[src/rtl/time_entry_buffer.sv]
// Keypad-to-timer front end: collects up to four BCD digits as MM:SS, normalizes
// seconds into minutes, parallel-loads the countdown timer and sequences run/pause/done.
module time_entry_buffer (
    input  logic       clk,
    input  logic       clear,
    input  logic       key_valid,
    input  logic [3:0] key_code,
    input  logic       start_key,
    input  logic       stop_key,
    input  logic       timer_zero,
    output logic [3:0] min_tens,
    output logic [3:0] min_units,
    output logic [3:0] sec_tens,
    output logic [3:0] sec_units,
    output logic       load_n,
    output logic       enab,
    output logic       done,
    output logic [2:0] digit_count
);

    localparam int unsigned DIG_W  = 4;
    localparam int unsigned CNT_W  = 3;
    localparam int unsigned ST_W   = 3;

    localparam logic [ST_W-1:0] ST_IDLE  = 3'd0;
    localparam logic [ST_W-1:0] ST_ENTRY = 3'd1;
    localparam logic [ST_W-1:0] ST_NORM  = 3'd2;
    localparam logic [ST_W-1:0] ST_LOAD  = 3'd3;
    localparam logic [ST_W-1:0] ST_RUN   = 3'd4;
    localparam logic [ST_W-1:0] ST_PAUSE = 3'd5;

    localparam logic [CNT_W-1:0] MAX_DIGITS = 3'd4;

    logic [ST_W-1:0]  state_q, state_d;
    logic [DIG_W-1:0] mt_q, mt_d;
    logic [DIG_W-1:0] mu_q, mu_d;
    logic [DIG_W-1:0] st_q, st_d;
    logic [DIG_W-1:0] su_q, su_d;
    logic [CNT_W-1:0] cnt_q, cnt_d;
    logic             load_n_q, load_n_d;
    logic             enab_q, enab_d;
    logic             done_q, done_d;

    // Input capture stage plus one-flop history per button
    logic             key_in_q, key_prev_q;
    logic             start_in_q, start_prev_q;
    logic             stop_in_q, stop_prev_q;
    logic [DIG_W-1:0] code_q;

    logic key_ev_c, start_ev_c, stop_ev_c;

    always_ff @(posedge clk or posedge clear) begin
        if (clear) begin
            key_in_q     <= 1'b0;
            key_prev_q   <= 1'b0;
            start_in_q   <= 1'b0;
            start_prev_q <= 1'b0;
            stop_in_q    <= 1'b0;
            stop_prev_q  <= 1'b0;
            code_q       <= '0;
        end else begin
            key_in_q     <= key_valid;
            key_prev_q   <= key_in_q;
            start_in_q   <= start_key;
            start_prev_q <= start_in_q;
            stop_in_q    <= stop_key;
            stop_prev_q  <= stop_in_q;
            code_q       <= key_code;
        end
    end

    // Events with priority stop > start > digit; codes 10-15 never count as a digit
    always_comb begin
        stop_ev_c  = stop_in_q & ~stop_prev_q;
        start_ev_c = start_in_q & ~start_prev_q & ~stop_ev_c;
        key_ev_c   = key_in_q & ~key_prev_q & ~stop_ev_c & ~start_ev_c
                     & (code_q < 4'd10);
    end

    always_ff @(posedge clk or posedge clear) begin
        if (clear) begin
            state_q  <= ST_IDLE;
            mt_q     <= '0;
            mu_q     <= '0;
            st_q     <= '0;
            su_q     <= '0;
            cnt_q    <= '0;
            load_n_q <= 1'b1;
            enab_q   <= 1'b0;
            done_q   <= 1'b0;
        end else begin
            state_q  <= state_d;
            mt_q     <= mt_d;
            mu_q     <= mu_d;
            st_q     <= st_d;
            su_q     <= su_d;
            cnt_q    <= cnt_d;
            load_n_q <= load_n_d;
            enab_q   <= enab_d;
            done_q   <= done_d;
        end
    end

    // Next state, buffer and strobes
    always_comb begin
        state_d  = state_q;
        mt_d     = mt_q;
        mu_d     = mu_q;
        st_d     = st_q;
        su_d     = su_q;
        cnt_d    = cnt_q;
        load_n_d = 1'b1;
        enab_d   = 1'b0;
        done_d   = 1'b0;

        case (state_q)
            ST_IDLE: begin
                if (key_ev_c) begin
                    mt_d    = mu_q;
                    mu_d    = st_q;
                    st_d    = su_q;
                    su_d    = code_q;
                    cnt_d   = 3'd1;
                    state_d = ST_ENTRY;
                end
            end

            ST_ENTRY: begin
                if (stop_ev_c) begin
                    mt_d    = '0;
                    mu_d    = '0;
                    st_d    = '0;
                    su_d    = '0;
                    cnt_d   = '0;
                    state_d = ST_IDLE;
                end else if (start_ev_c) begin
                    // Normalized value is registered on entry to NORM so the load
                    // inputs are settled for a full cycle ahead of the strobe.
                    if (st_q >= 4'd6) begin
                        if (mt_q == 4'd9 && mu_q == 4'd9) begin
                            st_d = 4'd5;
                            su_d = 4'd9;
                        end else begin
                            st_d = DIG_W'(st_q - 4'd6);
                            if (mu_q == 4'd9) begin
                                mu_d = '0;
                                mt_d = DIG_W'(mt_q + 4'd1);
                            end else begin
                                mu_d = DIG_W'(mu_q + 4'd1);
                            end
                        end
                    end
                    state_d = ST_NORM;
                end else if (key_ev_c && cnt_q < MAX_DIGITS) begin
                    mt_d  = mu_q;
                    mu_d  = st_q;
                    st_d  = su_q;
                    su_d  = code_q;
                    cnt_d = CNT_W'(cnt_q + 3'd1);
                end
            end

            ST_NORM: begin
                load_n_d = 1'b0;
                state_d  = ST_LOAD;
            end

            ST_LOAD: begin
                enab_d  = 1'b1;
                state_d = ST_RUN;
            end

            ST_RUN: begin
                if (timer_zero) begin
                    done_d  = 1'b1;
                    mt_d    = '0;
                    mu_d    = '0;
                    st_d    = '0;
                    su_d    = '0;
                    cnt_d   = '0;
                    state_d = ST_IDLE;
                end else if (stop_ev_c) begin
                    state_d = ST_PAUSE;
                end else begin
                    enab_d = 1'b1;
                end
            end

            ST_PAUSE: begin
                if (stop_ev_c) begin
                    mt_d    = '0;
                    mu_d    = '0;
                    st_d    = '0;
                    su_d    = '0;
                    cnt_d   = '0;
                    state_d = ST_IDLE;
                end else if (start_ev_c) begin
                    enab_d  = 1'b1;
                    state_d = ST_RUN;
                end
            end

            default: begin
                mt_d    = '0;
                mu_d    = '0;
                st_d    = '0;
                su_d    = '0;
                cnt_d   = '0;
                state_d = ST_IDLE;
            end
        endcase
    end

    assign min_tens    = mt_q;
    assign min_units   = mu_q;
    assign sec_tens    = st_q;
    assign sec_units   = su_q;
    assign digit_count = cnt_q;
    assign load_n      = load_n_q;
    assign enab        = enab_q;
    assign done        = done_q;

endmodule

[config.mk]
export PLATFORM = sky130hd
export DESIGN_NAME = time_entry_buffer
export DESIGN_NICKNAME = d
export VERILOG_FILES = /design/src/rtl/time_entry_buffer.sv
export SDC_FILE = /design/constraint.sdc
export NUM_CORES = 1
export LEC_CHECK = 0
export CORE_UTILIZATION = 35
export CTS_CLUSTER_DIAMETER = 50
export CTS_CLUSTER_SIZE = 28
export DETAILED_ROUTE_END_ITERATION = 8
export PLACE_DENSITY = 0.53
export SYNTH_ARGS = -nofsm -noshare
export SYNTH_HDL_FRONTEND = slang
export SYNTH_SLANG_ARGS = --single-unit
[constraint.sdc]
create_clock -name clk -period 3.3 [get_ports clk]
set_input_delay 0.495 -clock clk [delete_from_list [all_inputs] [get_ports clk]]
set_output_delay 0.495 -clock clk [all_outputs]
set_load 0.01 [all_outputs]
======== Word-level counts from Yosys, hierarchy flattened ========
Index checks and enable logic that the tools add are counted.
cells by class
  bitwise operators ....................... 13
  add/subtract/negate cells ............... 4
  reductions and logical operators ........ 10
  equality and inequality tests ........... 20
  order comparisons ....................... 3
  multiplexer cells ....................... 54
operators with widths
  operator               number
  $mux W4                28
  $pmux W4 S5            4
  $mux W3                12
  $ne A4 B4 Y1 const B   5
  $pmux W3 S6            1
  $ne A3 B3 Y1 const B   5
  $pmux W3 S5            1
  $reduce_and A7 Y1      2
  $reduce_and A6 Y1      2
  $add A4 B1 Y4 const B  2
  $eq A4 B4 Y1 const B   2
  $reduce_and A8 Y1      1
  $and A1 B1 Y1          7
  $mux W1                7
  $eq A3 B2 Y1 const B   2
  $eq A3 B3 Y1 const B   2
  $ne A2 B2 Y1 const B   3
  $not A1 Y1             6
  $ge A4 B3 Y1 const B   1
  $lt A4 B4 Y1 const B   1
  $reduce_and A4 Y1      1
  $sub A4 B3 Y4 const B  1
  $add A3 B1 Y3 const B  1
  $eq A3 B1 Y1 const B   1
  other kinds (5)        6
storage, ports and cells
  logic and storage cells ................. 120
  bits of input ports ..................... 10
  output and inout port bits .............. 22
  bits in registers ....................... 35

======== Depth between registers and ports, before layout ========
  word-level depth ........................ 12
  depth in mapped cells ................... 7
  depth with buffers taken out ............ 7

======== Worst setup path after synthesis ========
Ideal clock, no wire load.
  path kind ............................... register -> register
  from .................................... reg cnt_q[2], in the netlist digit_count[2]
  to ...................................... reg mu_q[3], in the netlist min_units[3]
  path buffers ............................ 0
  required time ........................... 3.175 ns
  setup time .............................. 0.125 ns
  slack ................................... 1.337 ns
  cell stages (with the launch flop) ...... 6
  data arrival time ....................... 1.838 ns
  period minus slack after synthesis ...... 1.963 ns
  path through ............................ dfrtp_1 > or3b_1 > nor4_4 > o2111ai_4 > a21oi_4 > mux2_4
between the ends
  longest elaborated chain between the ends .. 4
ends and longest elaborated chain
  item                         line  RTL
  start, declared              39    logic [CNT_W-1:0] cnt_q, cnt_d;
  start signal, assigned       97    cnt_q <= cnt_d;
  $lt A3 B3 Y1                 154   end else if (key_ev_c && cnt_q < MAX_DIGITS) begin
  $logic_and A1 B1 Y1          154
  $ne A4 B4 Y1 (no line)       -
  $reduce_and A7 Y1 (no line)  -
  end signal, assigned         94    mu_q <= mu_d;
  end, declared                36    logic [DIG_W-1:0] mu_q, mu_d;
Every way passes these cells.
A chain may end at the register's enable or synchronous reset.

======== Worst setup path after layout ========
  from .................................... reg stop_in_q
  to ...................................... reg mu_q[1], in the netlist min_units[1]
between the ends
  longest elaborated chain between the ends .. 9
  elaborated cells on any way between the ends .. 17
  those cells by class .................... eq/ne: 5; mux: 3; bitwise: 7; reduce/logical: 2
ends and longest elaborated chain
  item                         line    RTL
  start, declared              47      logic stop_in_q, stop_prev_q;
  start signal, assigned       66      stop_in_q <= stop_key;
  $and A1 B1 Y1 (*)            74      stop_ev_c = stop_in_q & ~stop_prev_q;
  $not A1 Y1                   75, 76
  $and A1 B1 Y1                75      start_ev_c = start_in_q & ~start_prev_q & ~stop_ev_c;
  $not A1 Y1                   76      key_ev_c = key_in_q & ~key_prev_q & ~stop_ev_c & ~start_ev_c
  $and A1 B1 Y1                76
  $and A1 B1 Y1                77      & (code_q < 4'd10);
  $logic_and A1 B1 Y1          154
  $ne A4 B4 Y1 (no line)       -
  $reduce_and A7 Y1 (no line)  -
Mark *: on every way between the ends. The rest lies on a longest branch, timed or not.

==> metrics.cfg <==
[job]
maxCapViolCount = 0

[setup_path]
crit_buf_inv = 0
crit_required_ns = 3.47
end_kind = flip-flop
crit_type = reg -> reg
critical_path.max_stage_delay_ns = 0.48
worstSetupStartpointType = flip-flop
cp_top_family = compound AO/OA/AOI/OAI gates
arrival_ns = 2.40
worst-path-max-fanout = 17
critPathSlowestCell = o41ai_4
crit_chain = nor2b_1, o41ai_4, o2111ai_4, a21oi_4, mux2_4

[place]
portBuffers = 31
place_ws_ns = 0.892
dpl_cell_area_um2 = 2170
gp_congestion = 0.764
place_hpwl_um = 2810
placed_cells = 265

[route]
vias_per_cell = 5.07
drtPass1Iterations = 4
drt_wl_total_um = 3860
wl_per_cell_um = 14.1
drc = 0
via_count = 1384
drtIter0Drc = 60
antenna_left = 0

[floorplan]
fp-row-count = 25
core_um2 = 4850
io_pins = 32
die_y_um = 74.1
start_util_pct = 37.5
die_area_um2 = 5490
die_w_um = 74.1

[pwr]
finalPower_uw = 1980
power.leakage_uw = 0.000928
power.density_nw_per_um2 = 879
peakVddDrop_mv = 0.294

[sta]
finalCritPeriodShare_pct = 67.6
maxSlewHeadroom_pct = 45.3
rsz0062_at_grt = false
final.setup.worst_slack_ns = 1.07
skew_ns = 0.00326
final.setup.tns_ns = 0
period_needed_ns = 2.23
slew_viol_final = 0
finalHoldViolCount = 0
setup_violations = 0
max_clock_freq_mhz = 448
worstMarginPinSlew_ns = 0.814

[final_layout]
diodes = 0
n_fill_cell = 465
stdcell_area_um2 = 2250
drive_above_1_share_pct = 9.71
fin_cells = 273
area_delta_synth_final_pct = 24.0
nNetsFinal = 219

[clock_network]
cts.reportedPaths.clkPinSlew_ns = 0.07
cts-htree-levels = 2
cts_sinks = 35
clockBufferDepth = 2
root_buffer = clkbuf_8
cts_tree = built
postCtsHoldBufs = 0
cts_buffers = 5
clk_latency_ns = 0.28
cts_setup_buffers = 0
cts_resized = 0

[worst_hold_path]
min_path_type = reg -> reg

[synthesis]
yosys.area.top_type_share_pct = 46.8
yosys_register_bits = 35
avgSynthCellArea_um2 = 10.4
yosys_warnings = 0
yosysMostFrequentCell = dfrtp_1
ys_top_cells_by_area = dfrtp_1, o21ai_0, nand2_1
synth_area_um2 = 1820
synth-main-ff-cell = dfrtp_1
yosys.area.top_type = dfrtp_1
async_flop_share_pct = 100
netlist_instances = 174
synth_edf_count = 0
synth_common_cells = dfrtp_1, nand2_1, o21ai_0
seq_area_frac_synth_pct = 48.2
netlist-cell-type-count = 45
syn-num-nets = 188

[run_status]
outcome = complete, no violations

[global_route]
grtUsageTotal_pct = 16.5
grt_antenna_before_repair = 0
grt-ovfl-total = 0
grt_pass1_vias = 1392
grt_pass1_wl_um = 6760
grt_max_degree = 20

[cell type report]
type                    instances  area (um^2)  area share (%)
repair buffers                 32          318            14.1
multi-input cells             125          871            38.6
well taps                      67         83.8            3.72
flip-flops and latches         35          877            38.9
clock buffers                   7         76.3            3.39
clock inverters                 1         5.00           0.222
inverters                       6         22.5           0.999
[power by group]
group | internal (uW) | leakage [uW] | switching, uW | total [uW]
Sequential | 551 | 0.000439 | 155 | 706
Clock | 148 | 0.0000422 | 148 | 296
Combinational | 493 | 0.000446 | 486 | 979
Total | 1190 | 0.000928 | 789 | 1980
[state kept, by name, indices dropped and copies added, names as in the netlist]
| register | count |
|---|---|
| code_q | 4 |
| start_in_q | 1 |
| start_prev_q | 1 |
| key_in_q | 1 |
| state_q | 3 |
| stop_in_q | 1 |
| min_tens | 4 |
| sec_tens | 4 |
| stop_prev_q | 1 |
| sec_units | 4 |
| load_n | 1 |
| key_prev_q | 1 |
| digit_count | 3 |
| min_units | 4 |
| done | 1 |
| enab | 1 |
[cells in the final DEF (no fill, tap or decap), types with 2 or more instances in the layout]
cell | synthesis | routed
a22oi_1 | 4 | 4
nand2b_1 | 5 | 5
o21a_1 | 2 | 2
nand2_1 | 19 | 19
o21ai_0 | 17 | 17
and3_1 | 2 | 2
a31oi_1 | 2 | 2
clkdlybuf4s50_1 | 0 | 31
o31ai_1 | 3 | 3
inv_1 | 6 | 6
o2111ai_1 | 2 | 2
ha_1 | 4 | 4
a21oi_1 | 8 | 8
a2bb2oi_1 | 5 | 5
nor3_1 | 4 | 4
nor2_1 | 15 | 15
mux2_2 | 2 | 2
clkbuf_8 | 0 | 5
nand3_1 | 4 | 4
dfrtp_1 | 34 | 34
clkbuf_1 | 4 | 2
xnor2_1 | 2 | 2
mux2_4 | 3 | 3
mux2i_1 | 3 | 3
[final timing paths]
path | start | endpoint | slack [ns] | cells after the start
max | stop_in_q$_DFF_PP0_ | min_units[1]$_DFFE_PP0P_ | 1.07 | 5
max in group asynchronous | clear | stop_prev_q$_DFF_PP0_ | 1.99 | 3
min in group asynchronous | clear | done$_DFF_PP0_ | 0.60 | 2
max reg2reg | stop_in_q$_DFF_PP0_ | min_units[1]$_DFFE_PP0P_ | 1.07 | 5
min reg2reg | start_in_q$_DFF_PP0_ | start_prev_q$_DFF_PP0_ | 0.39 | 0
min | start_in_q$_DFF_PP0_ | start_prev_q$_DFF_PP0_ | 0.39 | 0
[per-stage QoR]
step | hold WS, ns | util, %
floorplan | 0.366 | -
global placement | 0.379 | 44.8
detailed placement | 0.385 | 44.8
CTS | 0.399 | 46.5
global route | 0.425 | 46.5
finish | 0.393 | 46.5
[layer usage]
layer  vias up  routed length (um)  share of wire [%]  global-route usage [%]
li1        690                   -                  -                       -
met1       662                1880                 49                    22.9
met2        27                1810                 47                    24.7
met3         5                 132                3.4                    4.34
met4         0                  41                1.1                    6.41
met5         -                   0                  0                       0
[cells by family (layout without fill, tap and decap cells)]
group	after synthesis	count (layout)	synth area share, %
AND/OR/NAND/NOR	59	59	17.3
AO/OA/AOI/OAI	50	50	20.4
flip-flops	35	35	48.2
buffers and inverters	14	46	3.85
multiplexers	9	9	5.99
adder cells (fa/ha/maj)	4	4	2.75
XOR/XNOR	3	3	1.45
(Power assumes the default switching activity.)
